<file path="config.mk">
export PLATFORM = sky130hd
export DESIGN_NAME = id_stage_flat
export DESIGN_NICKNAME = d
export VERILOG_FILES = /design/src/rtl/id_stage_if.sv /design/src/rtl/id_stage.sv /design/src/flat_wrapper.sv
export SDC_FILE = /design/constraint.sdc
export NUM_CORES = 1
export LEC_CHECK = 0
export ABC_AREA = 1
export ABC_CLOCK_PERIOD_IN_PS = 1600
export CAP_MARGIN = 20
export CORE_MARGIN = 1.5
export CORE_UTILIZATION = 39
export CTS_CLUSTER_SIZE = 20
export DETAILED_ROUTE_END_ITERATION = 7
export PLACE_DENSITY = 0.85
export REMOVE_ABC_BUFFERS = 1
export SLEW_MARGIN = 0
export SYNTH_ARGS = -nofsm -noshare
export SYNTH_HDL_FRONTEND = slang
export SYNTH_SLANG_ARGS = --single-unit
</file>
<file path="constraint.sdc">
create_clock -name clk -period 1.6 [get_ports clk]
set_input_delay 0.24 -clock clk [delete_from_list [all_inputs] [get_ports clk]]
set_output_delay 0.24 -clock clk [all_outputs]
set_load 0.03 [all_outputs]
</file>
<file path="src/rtl/id_stage_if.sv">
// Decode-to-execute packet channel: registered decode packet with valid/ready handshake.
interface id_stage_if #(
    parameter int unsigned BITSIZE = 32
);
    logic               valid_o;
    logic               ready_i;
    logic [BITSIZE-1:0] pc_o;
    logic [BITSIZE-1:0] rs1_data_o;
    logic [BITSIZE-1:0] rs2_data_o;
    logic [BITSIZE-1:0] imm_o;
    logic [4:0]         rd_o;
    logic [2:0]         funct3_o;
    logic [3:0]         alu_op_o;
    logic               alu_src_imm_o;
    logic               alu_src_pc_o;
    logic               reg_write_o;
    logic               mem_read_o;
    logic               mem_write_o;
    logic               branch_o;
    logic               jump_o;
    logic               illegal_o;

    modport master (
        output valid_o, pc_o, rs1_data_o, rs2_data_o, imm_o, rd_o, funct3_o, alu_op_o,
               alu_src_imm_o, alu_src_pc_o, reg_write_o, mem_read_o, mem_write_o,
               branch_o, jump_o, illegal_o,
        input  ready_i
    );

    modport slave (
        input  valid_o, pc_o, rs1_data_o, rs2_data_o, imm_o, rd_o, funct3_o, alu_op_o,
               alu_src_imm_o, alu_src_pc_o, reg_write_o, mem_read_o, mem_write_o,
               branch_o, jump_o, illegal_o,
        output ready_i
    );
endinterface

</file>
<file path="src/rtl/id_stage.sv">
// RV32I decode stage: combinational decode of the fetch word into a single registered
// packet for execute, with load-use hazard stall and branch flush.
module id_stage #(
    parameter int unsigned BITSIZE = 32
) (
    input  logic               clk,
    input  logic               resetn_i,
    input  logic               valid_i,
    input  logic [BITSIZE-1:0] instr_i,
    input  logic [BITSIZE-1:0] pc_i,
    output logic               notify_o,
    output logic [4:0]         rs1_o,
    output logic [4:0]         rs2_o,
    input  logic [BITSIZE-1:0] rs1_data_i,
    input  logic [BITSIZE-1:0] rs2_data_i,
    input  logic [4:0]         ex_rd_i,
    input  logic               ex_mem_read_i,
    input  logic               flush_i,
    id_stage_if.master         ex_if
);

    localparam logic [6:0] OPC_OP     = 7'b0110011;
    localparam logic [6:0] OPC_OP_IMM = 7'b0010011;
    localparam logic [6:0] OPC_LOAD   = 7'b0000011;
    localparam logic [6:0] OPC_STORE  = 7'b0100011;
    localparam logic [6:0] OPC_BRANCH = 7'b1100011;
    localparam logic [6:0] OPC_JALR   = 7'b1100111;
    localparam logic [6:0] OPC_JAL    = 7'b1101111;
    localparam logic [6:0] OPC_LUI    = 7'b0110111;
    localparam logic [6:0] OPC_AUIPC  = 7'b0010111;

    typedef enum logic [3:0] {
        ALU_ADD  = 4'd0, ALU_SUB = 4'd1, ALU_SLL = 4'd2, ALU_SLT   = 4'd3,
        ALU_SLTU = 4'd4, ALU_XOR = 4'd5, ALU_SRL = 4'd6, ALU_SRA   = 4'd7,
        ALU_OR   = 4'd8, ALU_AND = 4'd9, ALU_PASSB = 4'd10
    } alu_op_e;

    typedef struct packed {
        logic [BITSIZE-1:0] pc;
        logic [BITSIZE-1:0] rs1_data;
        logic [BITSIZE-1:0] rs2_data;
        logic [BITSIZE-1:0] imm;
        logic [4:0]         rd;
        logic [2:0]         funct3;
        logic [3:0]         alu_op;
        logic               alu_src_imm;
        logic               alu_src_pc;
        logic               reg_write;
        logic               mem_read;
        logic               mem_write;
        logic               branch;
        logic               jump;
        logic               illegal;
    } pkt_t;

    logic               r_valid;
    pkt_t               r_pkt;
    pkt_t               w_pkt;
    pkt_t               w_pkt_nxt;
    logic               w_valid_nxt;
    logic               w_uses_rs1;
    logic               w_uses_rs2;
    logic               w_hazard;
    logic [6:0]         w_opcode;
    logic [2:0]         w_funct3;
    logic [BITSIZE-1:0] w_imm_i;
    logic [BITSIZE-1:0] w_imm_s;
    logic [BITSIZE-1:0] w_imm_b;
    logic [BITSIZE-1:0] w_imm_u;
    logic [BITSIZE-1:0] w_imm_j;

    function automatic logic [3:0] f3_alu(input logic [2:0] f3, input logic alt);
        case (f3)
            3'd0:    return alt ? ALU_SUB : ALU_ADD;
            3'd1:    return ALU_SLL;
            3'd2:    return ALU_SLT;
            3'd3:    return ALU_SLTU;
            3'd4:    return ALU_XOR;
            3'd5:    return alt ? ALU_SRA : ALU_SRL;
            3'd6:    return ALU_OR;
            default: return ALU_AND;
        endcase
    endfunction

    assign w_opcode = instr_i[6:0];
    assign w_funct3 = instr_i[14:12];
    assign rs1_o    = instr_i[19:15];
    assign rs2_o    = instr_i[24:20];

    assign w_imm_i = {{20{instr_i[31]}}, instr_i[31:20]};
    assign w_imm_s = {{20{instr_i[31]}}, instr_i[31:25], instr_i[11:7]};
    assign w_imm_b = {{19{instr_i[31]}}, instr_i[31], instr_i[7], instr_i[30:25], instr_i[11:8], 1'b0};
    assign w_imm_u = {instr_i[31:12], 12'b0};
    assign w_imm_j = {{11{instr_i[31]}}, instr_i[31], instr_i[19:12], instr_i[20], instr_i[30:21], 1'b0};

    // Decode the fetch word into a candidate packet
    always_comb begin
        w_pkt          = '0;
        w_uses_rs1     = 1'b0;
        w_uses_rs2     = 1'b0;
        w_pkt.pc       = pc_i;
        w_pkt.rs1_data = rs1_data_i;
        w_pkt.rs2_data = rs2_data_i;
        w_pkt.rd       = instr_i[11:7];
        w_pkt.funct3   = w_funct3;
        case (w_opcode)
            OPC_OP: begin
                w_uses_rs1      = 1'b1;
                w_uses_rs2      = 1'b1;
                w_pkt.alu_op    = f3_alu(w_funct3, instr_i[30]);
                w_pkt.reg_write = 1'b1;
            end
            OPC_OP_IMM: begin
                w_uses_rs1        = 1'b1;
                w_pkt.alu_src_imm = 1'b1;
                w_pkt.reg_write   = 1'b1;
                if (w_funct3 == 3'd1 || w_funct3 == 3'd5) begin
                    w_pkt.imm    = {27'b0, instr_i[24:20]};
                    w_pkt.alu_op = f3_alu(w_funct3, instr_i[30]);
                end else begin
                    w_pkt.imm    = w_imm_i;
                    w_pkt.alu_op = f3_alu(w_funct3, 1'b0);
                end
            end
            OPC_LOAD: begin
                w_uses_rs1        = 1'b1;
                w_pkt.imm         = w_imm_i;
                w_pkt.alu_op      = ALU_ADD;
                w_pkt.alu_src_imm = 1'b1;
                w_pkt.mem_read    = 1'b1;
                w_pkt.reg_write   = 1'b1;
            end
            OPC_STORE: begin
                w_uses_rs1        = 1'b1;
                w_uses_rs2        = 1'b1;
                w_pkt.imm         = w_imm_s;
                w_pkt.alu_op      = ALU_ADD;
                w_pkt.alu_src_imm = 1'b1;
                w_pkt.mem_write   = 1'b1;
            end
            OPC_BRANCH: begin
                w_uses_rs1   = 1'b1;
                w_uses_rs2   = 1'b1;
                w_pkt.imm    = w_imm_b;
                w_pkt.alu_op = ALU_SUB;
                w_pkt.branch = 1'b1;
            end
            OPC_JALR: begin
                w_uses_rs1        = 1'b1;
                w_pkt.imm         = w_imm_i;
                w_pkt.alu_op      = ALU_ADD;
                w_pkt.alu_src_imm = 1'b1;
                w_pkt.jump        = 1'b1;
                w_pkt.reg_write   = 1'b1;
            end
            OPC_JAL: begin
                w_pkt.imm         = w_imm_j;
                w_pkt.alu_op      = ALU_ADD;
                w_pkt.alu_src_imm = 1'b1;
                w_pkt.alu_src_pc  = 1'b1;
                w_pkt.jump        = 1'b1;
                w_pkt.reg_write   = 1'b1;
            end
            OPC_LUI: begin
                w_pkt.imm         = w_imm_u;
                w_pkt.alu_op      = ALU_PASSB;
                w_pkt.alu_src_imm = 1'b1;
                w_pkt.reg_write   = 1'b1;
            end
            OPC_AUIPC: begin
                w_pkt.imm         = w_imm_u;
                w_pkt.alu_op      = ALU_ADD;
                w_pkt.alu_src_imm = 1'b1;
                w_pkt.alu_src_pc  = 1'b1;
                w_pkt.reg_write   = 1'b1;
            end
            default: w_pkt.illegal = 1'b1;
        endcase
        if (w_pkt.rd == 5'd0) w_pkt.reg_write = 1'b0;
    end

    assign w_hazard = ex_mem_read_i && (ex_rd_i != 5'd0) &&
                      ((w_uses_rs1 && ex_rd_i == rs1_o) || (w_uses_rs2 && ex_rd_i == rs2_o));
    assign notify_o = valid_i && !flush_i && !w_hazard && (!r_valid || ex_if.ready_i);

    // Next packet: flush beats load, load beats drain, otherwise hold
    always_comb begin
        w_valid_nxt = r_valid;
        w_pkt_nxt   = r_pkt;
        if (flush_i) begin
            w_valid_nxt = 1'b0;
        end else if (notify_o) begin
            w_valid_nxt = 1'b1;
            w_pkt_nxt   = w_pkt;
        end else if (ex_if.ready_i) begin
            w_valid_nxt = 1'b0;
        end
    end

    always_ff @(posedge clk or negedge resetn_i) begin
        if (!resetn_i) begin
            r_valid <= 1'b0;
            r_pkt   <= '0;
        end else begin
            r_valid <= w_valid_nxt;
            r_pkt   <= w_pkt_nxt;
        end
    end

    assign ex_if.valid_o       = r_valid;
    assign ex_if.pc_o          = r_pkt.pc;
    assign ex_if.rs1_data_o    = r_pkt.rs1_data;
    assign ex_if.rs2_data_o    = r_pkt.rs2_data;
    assign ex_if.imm_o         = r_pkt.imm;
    assign ex_if.rd_o          = r_pkt.rd;
    assign ex_if.funct3_o      = r_pkt.funct3;
    assign ex_if.alu_op_o      = r_pkt.alu_op;
    assign ex_if.alu_src_imm_o = r_pkt.alu_src_imm;
    assign ex_if.alu_src_pc_o  = r_pkt.alu_src_pc;
    assign ex_if.reg_write_o   = r_pkt.reg_write;
    assign ex_if.mem_read_o    = r_pkt.mem_read;
    assign ex_if.mem_write_o   = r_pkt.mem_write;
    assign ex_if.branch_o      = r_pkt.branch;
    assign ex_if.jump_o        = r_pkt.jump;
    assign ex_if.illegal_o     = r_pkt.illegal;

endmodule
</file>
<file path="src/flat_wrapper.sv">
// flat-port wrapper written by rule: the top's interface ports become plain ports
module id_stage_flat 
#(
    parameter int unsigned BITSIZE = 32
)
  (clk, resetn_i, valid_i, instr_i, pc_i, notify_o, rs1_o, rs2_o, rs1_data_i, rs2_data_i, ex_rd_i, ex_mem_read_i, flush_i, ex_if_valid_o, ex_if_pc_o, ex_if_rs1_data_o, ex_if_rs2_data_o, ex_if_imm_o, ex_if_rd_o, ex_if_funct3_o, ex_if_alu_op_o, ex_if_alu_src_imm_o, ex_if_alu_src_pc_o, ex_if_reg_write_o, ex_if_mem_read_o, ex_if_mem_write_o, ex_if_branch_o, ex_if_jump_o, ex_if_illegal_o, ex_if_ready_i);
  id_stage_if #(.BITSIZE(BITSIZE)) ex_if_i ();
  input  logic clk;
  input  logic resetn_i;
  input  logic valid_i;
  input  logic [BITSIZE-1:0] instr_i;
  input  logic [BITSIZE-1:0] pc_i;
  output logic notify_o;
  output logic [4:0] rs1_o;
  output logic [4:0] rs2_o;
  input  logic [BITSIZE-1:0] rs1_data_i;
  input  logic [BITSIZE-1:0] rs2_data_i;
  input  logic [4:0] ex_rd_i;
  input  logic ex_mem_read_i;
  input  logic flush_i;
  output wire logic [$bits(ex_if_i.valid_o)-1:0] ex_if_valid_o;
  output wire logic [$bits(ex_if_i.pc_o)-1:0] ex_if_pc_o;
  output wire logic [$bits(ex_if_i.rs1_data_o)-1:0] ex_if_rs1_data_o;
  output wire logic [$bits(ex_if_i.rs2_data_o)-1:0] ex_if_rs2_data_o;
  output wire logic [$bits(ex_if_i.imm_o)-1:0] ex_if_imm_o;
  output wire logic [$bits(ex_if_i.rd_o)-1:0] ex_if_rd_o;
  output wire logic [$bits(ex_if_i.funct3_o)-1:0] ex_if_funct3_o;
  output wire logic [$bits(ex_if_i.alu_op_o)-1:0] ex_if_alu_op_o;
  output wire logic [$bits(ex_if_i.alu_src_imm_o)-1:0] ex_if_alu_src_imm_o;
  output wire logic [$bits(ex_if_i.alu_src_pc_o)-1:0] ex_if_alu_src_pc_o;
  output wire logic [$bits(ex_if_i.reg_write_o)-1:0] ex_if_reg_write_o;
  output wire logic [$bits(ex_if_i.mem_read_o)-1:0] ex_if_mem_read_o;
  output wire logic [$bits(ex_if_i.mem_write_o)-1:0] ex_if_mem_write_o;
  output wire logic [$bits(ex_if_i.branch_o)-1:0] ex_if_branch_o;
  output wire logic [$bits(ex_if_i.jump_o)-1:0] ex_if_jump_o;
  output wire logic [$bits(ex_if_i.illegal_o)-1:0] ex_if_illegal_o;
  input wire logic [$bits(ex_if_i.ready_i)-1:0] ex_if_ready_i;
  assign ex_if_valid_o = ex_if_i.valid_o;
  assign ex_if_pc_o = ex_if_i.pc_o;
  assign ex_if_rs1_data_o = ex_if_i.rs1_data_o;
  assign ex_if_rs2_data_o = ex_if_i.rs2_data_o;
  assign ex_if_imm_o = ex_if_i.imm_o;
  assign ex_if_rd_o = ex_if_i.rd_o;
  assign ex_if_funct3_o = ex_if_i.funct3_o;
  assign ex_if_alu_op_o = ex_if_i.alu_op_o;
  assign ex_if_alu_src_imm_o = ex_if_i.alu_src_imm_o;
  assign ex_if_alu_src_pc_o = ex_if_i.alu_src_pc_o;
  assign ex_if_reg_write_o = ex_if_i.reg_write_o;
  assign ex_if_mem_read_o = ex_if_i.mem_read_o;
  assign ex_if_mem_write_o = ex_if_i.mem_write_o;
  assign ex_if_branch_o = ex_if_i.branch_o;
  assign ex_if_jump_o = ex_if_i.jump_o;
  assign ex_if_illegal_o = ex_if_i.illegal_o;
  assign ex_if_i.ready_i = ex_if_ready_i;
  id_stage #(.BITSIZE(BITSIZE)) u_core (.clk(clk), .resetn_i(resetn_i), .valid_i(valid_i), .instr_i(instr_i), .pc_i(pc_i), .notify_o(notify_o), .rs1_o(rs1_o), .rs2_o(rs2_o), .rs1_data_i(rs1_data_i), .rs2_data_i(rs2_data_i), .ex_rd_i(ex_rd_i), .ex_mem_read_i(ex_mem_read_i), .flush_i(flush_i), .ex_if(ex_if_i));
endmodule
</file>
# Yosys cells after proc, flatten, opt, wreduce, memory -nomap -nowiden
# Cells that the tools add are included.
# word_totals
out_inout_bits,160
elab_cells,83
input_bits,139
ff_bits,149
# op_classes
bitwise_logic,1
n_eq_ne,17
mux,22
reduce_logical,27
# ops
operator,count
case mux 32 bit (6 select lines),1
case mux 4 bit (7 select lines),2
2-to-1 mux 32 bit,1
"== test 7 x 6 -> 1 bit, second input constant",3
"== test 7 bit, second input constant",3
2-to-1 mux 1 bit,16
case mux 4 bit (4 select lines),1
"== test 7 x 5 -> 1 bit, second input constant",2
OR reduction 7 bit,2
== test 5 bit,2
"== test 3 bit, second input constant",3
OR reduction 9 bit,1
OR reduction 2 bit,4
"== test 7 x 2 -> 1 bit, second input constant",1
logical AND 1 bit,7
"== test 3 x 2 -> 1 bit, second input constant",2
OR reduction 6 bit,1
zero test 5 bit,1
nonzero test 5 bit,1
2-to-1 mux 4 bit,1
"== test 3 x 1 -> 1 bit, second input constant",1
zero test 1 bit,3
zero test 3 bit,1
logical OR 1 bit,3
4 further kinds,4

# Depth between registers and ports, before layout
# logic_depth
depth_word,11
ltp_mapped,14
ltp_nobuf,12

# Worst setup path before layout
# Ideal clock, no wire load.
# synth_timing
path_type,register to output
from,"register u_core.r_valid, in the netlist u_core.ex_if.valid_o"
to,output port notify_o
required_time_ps,1360
path_stages_with_launch,8
slack_ps,-127
path_buffers,2
arrival_time_ps,1487
cell_sequence,dfrtp_1 -> inv_1 -> nor2_1 -> nor3b_2 -> nand2_2 -> buf_6 -> buf_4 -> inv_1
# synth_via
elab_chain_len,3
# synth_rtl
element,line_no,text
"start, declared",id_stage.sv:56,logic r_valid;
"start signal, assigned",id_stage.sv:205,r_valid <= w_valid_nxt;
zero test 1 bit,id_stage.sv:184,assign notify_o = valid_i && !flush_i && !w_hazard && (!r_valid || ex_if.ready_i);
logical OR 1 bit,id_stage.sv:184,
logical AND 1 bit,id_stage.sv:184,
"end, declared",flat_wrapper.sv:13,output logic notify_o;
# No other way between the ends.

# Worst setup path in the final report
# Ends and elaborated chain as after synthesis.

==> run metrics <==
outcome complete, but fails checks; failing checks negative setup slack; worst rel slew slack ~73%; via count between 7000 and 8000; placed cell count between 1000 and 1500; Avg Cell Area, Syn 7.71 um^2; Die Height 138 um; global placer's final weighted congestion ~0.92; synthesis-stage register bit count about 150; Routed Antenna Nets 0; RR Startpoint u_core.ex_if.valid_o$_DFFE_PN0P_; # rows 49; CTS tree built; Core Box Area approximately 18000 um^2; first-pass GRT wire length 40.2 mm; CTS Buf Count 17; HP Class primary input to asynchronous set/reset pin; Setup WS post-layout -0.200 ns; non-filler instance count after layout 1514; final hold violations 0; vias in the first global route between 7000 and 8000; EDFF count, synth 0; port bufs 298; worst path required time 1.36 ns; final setup vio count 130; clk buf depth 2; Worst Path Max Fanout 2; Warnings, synthesis 0; Initial Util 39.7%; post-synthesis cell area 7110 um^2; Slew @ Worst Pin 0.408 ns; H-tree lvl count 4; DRT Pass-1 Iters 5; CP Cell Sequence inv_1 -> nor2_2 -> nor3b_4 -> buf_6 -> nand2_8 -> inv_4 -> buf_6; Power Density just under 1000 nW/um^2; final worst path period share 112%; DR WL/cell between 15 and 20 um; reg2reg end u_core.ex_if.rd_o[4]$_DFFE_PN0P_; hold slack final around 0.29 ns; Max Cap Viol 0; total grt overflow 0; TNS Setup -7.25 ns; CTS clock-pin slew for the worst setup and hold paths approximately 0.070 ns; R2R setup slack -0.14 ns; most frequent cells in the layout nand2_1 (382), nand3_1 (194), dlygate4sd2_1 (165), dfrtp_1 (149), clkdlybuf4s50_1 (115); slowest CP cell dfrtp_1; max-slew violation count 0; register area share after synthesis 52.4%; Root Driver clkbuf_16; Netlist cell types 25; Worst-Skew Late Latency slightly above 0.4 ns; Pleak between 6 and 7 nW; RSZ-0062 raised after global routing true; Max VDD drop about 0.00071 V; pre-CTS WS -0.597 ns; clk_skew around 0.010 ns; Worst path depth 7; vias per cell approximately 5.1; Initial DRC Count approximately 450; Synth-to-Final Area Change 61.8%; HPWL Detailed approximately 18 mm; Arr. time, crit path between 1.5 and 2 ns; final WL about 26 mm; layout cell share with drive strength beyond 1 roughly 13%; gr usage total a little over a quarter; WP buf/inv 4; startpoint class of the critical path flip-flop; largest net degree at the start of global routing 47; clock sinks roughly 150; Ports between 200 and 300; Final nets about 1400; critical setup path kind flip-flop to output pin; Worst setup EP type output pin; f_max 0.556 GHz; CP dominant cell by count buf_6; worst r2r path cells 9; Most used DFF post-synth dfrtp_1; Critical Path Max Stage Delay 0.38 ns; most common cell after layout, fill and taps aside nand2_1; Min Clock Period, post-route between 1.5 and 2 ns; die width about 140 um; Mapped Cells approximately 900; Power Total roughly 11 mW; DR DRC count 0; Async SR Flop Fraction 100%; top cell family by delay on the critical path buffers and inverters; initial antenna violation count 3; Die Footprint ~19000 um^2
-- routing by layer --
layer	vias up	routed length, um	track usage [%]
li1	3646	-	-
met1	3649	10300	32.6
met2	389	12500	43.9
met3	75	1840	5.96
met4	0	999	12.2
met5	-	0	0
-- power by group --
group,internal [mW],switching (mW)
combinational,1.12,1.88
clock,2.22,1.74
sequential,4.21,0.237
-- cell type report --
class                      instances  area (um^2)
antenna                            3         7.51
tap                              229          287
clock inverter                    14          139
sequential                       149         3730
inverter                          47          179
clock buffer                      18          439
timing repair buffer             395         3810
fill                            1497         6390
multi-input combinational        659         2920
-- state kept, by name (all words and copies together), names as in the netlist --
signal,count
u_core.ex_if.alu_op_o,4
u_core.ex_if.alu_src_imm_o,1
u_core.ex_if.alu_src_pc_o,1
u_core.ex_if.branch_o,1
u_core.ex_if.funct3_o,3
u_core.ex_if.illegal_o,1
u_core.ex_if.imm_o,32
u_core.ex_if.jump_o,1
u_core.ex_if.mem_read_o,1
u_core.ex_if.mem_write_o,1
u_core.ex_if.pc_o,32
u_core.ex_if.rd_o,5
u_core.ex_if.reg_write_o,1
u_core.ex_if.rs1_data_o,32
u_core.ex_if.rs2_data_o,32
u_core.ex_if.valid_o,1
-- stage by stage --
step / instance area, um^2 / util, %
5_1_grt: 11500 / 64.3
3_3_place_gp: 10800 / 60.3
6_report: 11500 / 64.3
3_5_place_dp: 10800 / 60.3
2_1_floorplan: 6750 / -
4_1_cts: 11500 / 64.1
-- logic make-up after synthesis --
group	Yosys count	share of synthesized area (%)
buffers and inverters	115	7.65
XOR/XNOR	1	0.123
AND/OR/NAND/NOR	631	37.8
flip-flops	149	52.4
AO/OA/AOI/OAI	27	1.99
-- Yosys cell counts (2+ instances only) --
cell	instances	area share, %
nor2_2	2	0.18
nand2_2	2	0.18
a21oi_1	2	0.14
nand4_1	5	0.44
nand3b_1	11	1.2
nand2_1	388	20
nand3_1	195	14
buf_4	20	2.1
buf_1	9	0.47
o21ai_0	22	1.5
inv_1	45	2.4
buf_2	24	1.7
clkbuf_1	14	0.74
nor2_1	23	1.2
nor3_1	3	0.21
dfrtp_1	149	52
-- how the worst max path moves through the flow --
stage | slack (ns) | end | from
global placement | -0.57 | u_core.ex_if.imm_o[25]$_DFFE_PN0P_ | instr_i[1]
floorplan | -6.85 | notify_o | u_core.ex_if.valid_o$_DFFE_PN0P_
detailed placement | -0.60 | u_core.ex_if.alu_src_imm_o$_DFFE_PN0P_ | instr_i[0]
finish | -0.20 | notify_o | u_core.ex_if.valid_o$_DFFE_PN0P_
global route | -0.30 | u_core.ex_if.imm_o[1]$_DFFE_PN0P_ | ex_rd_i[0]
CTS | -0.24 | notify_o | u_core.ex_if.valid_o$_DFFE_PN0P_
-- repair_timing --
| item | in CTS | in global routing |
|---|---|---|
| endpoints found under the setup margin | 290 | 150 |
| hold buffers | 1 | 0 |
| cloned | 5 | 1 |
| resized for setup | 191 | 12 |
| pin swaps | 10 | 1 |
| buffers inserted | 8 | 1 |
| hold endpoints to repair | 25 | 0 |
Note: power is estimated with default switching activity, not from simulation.
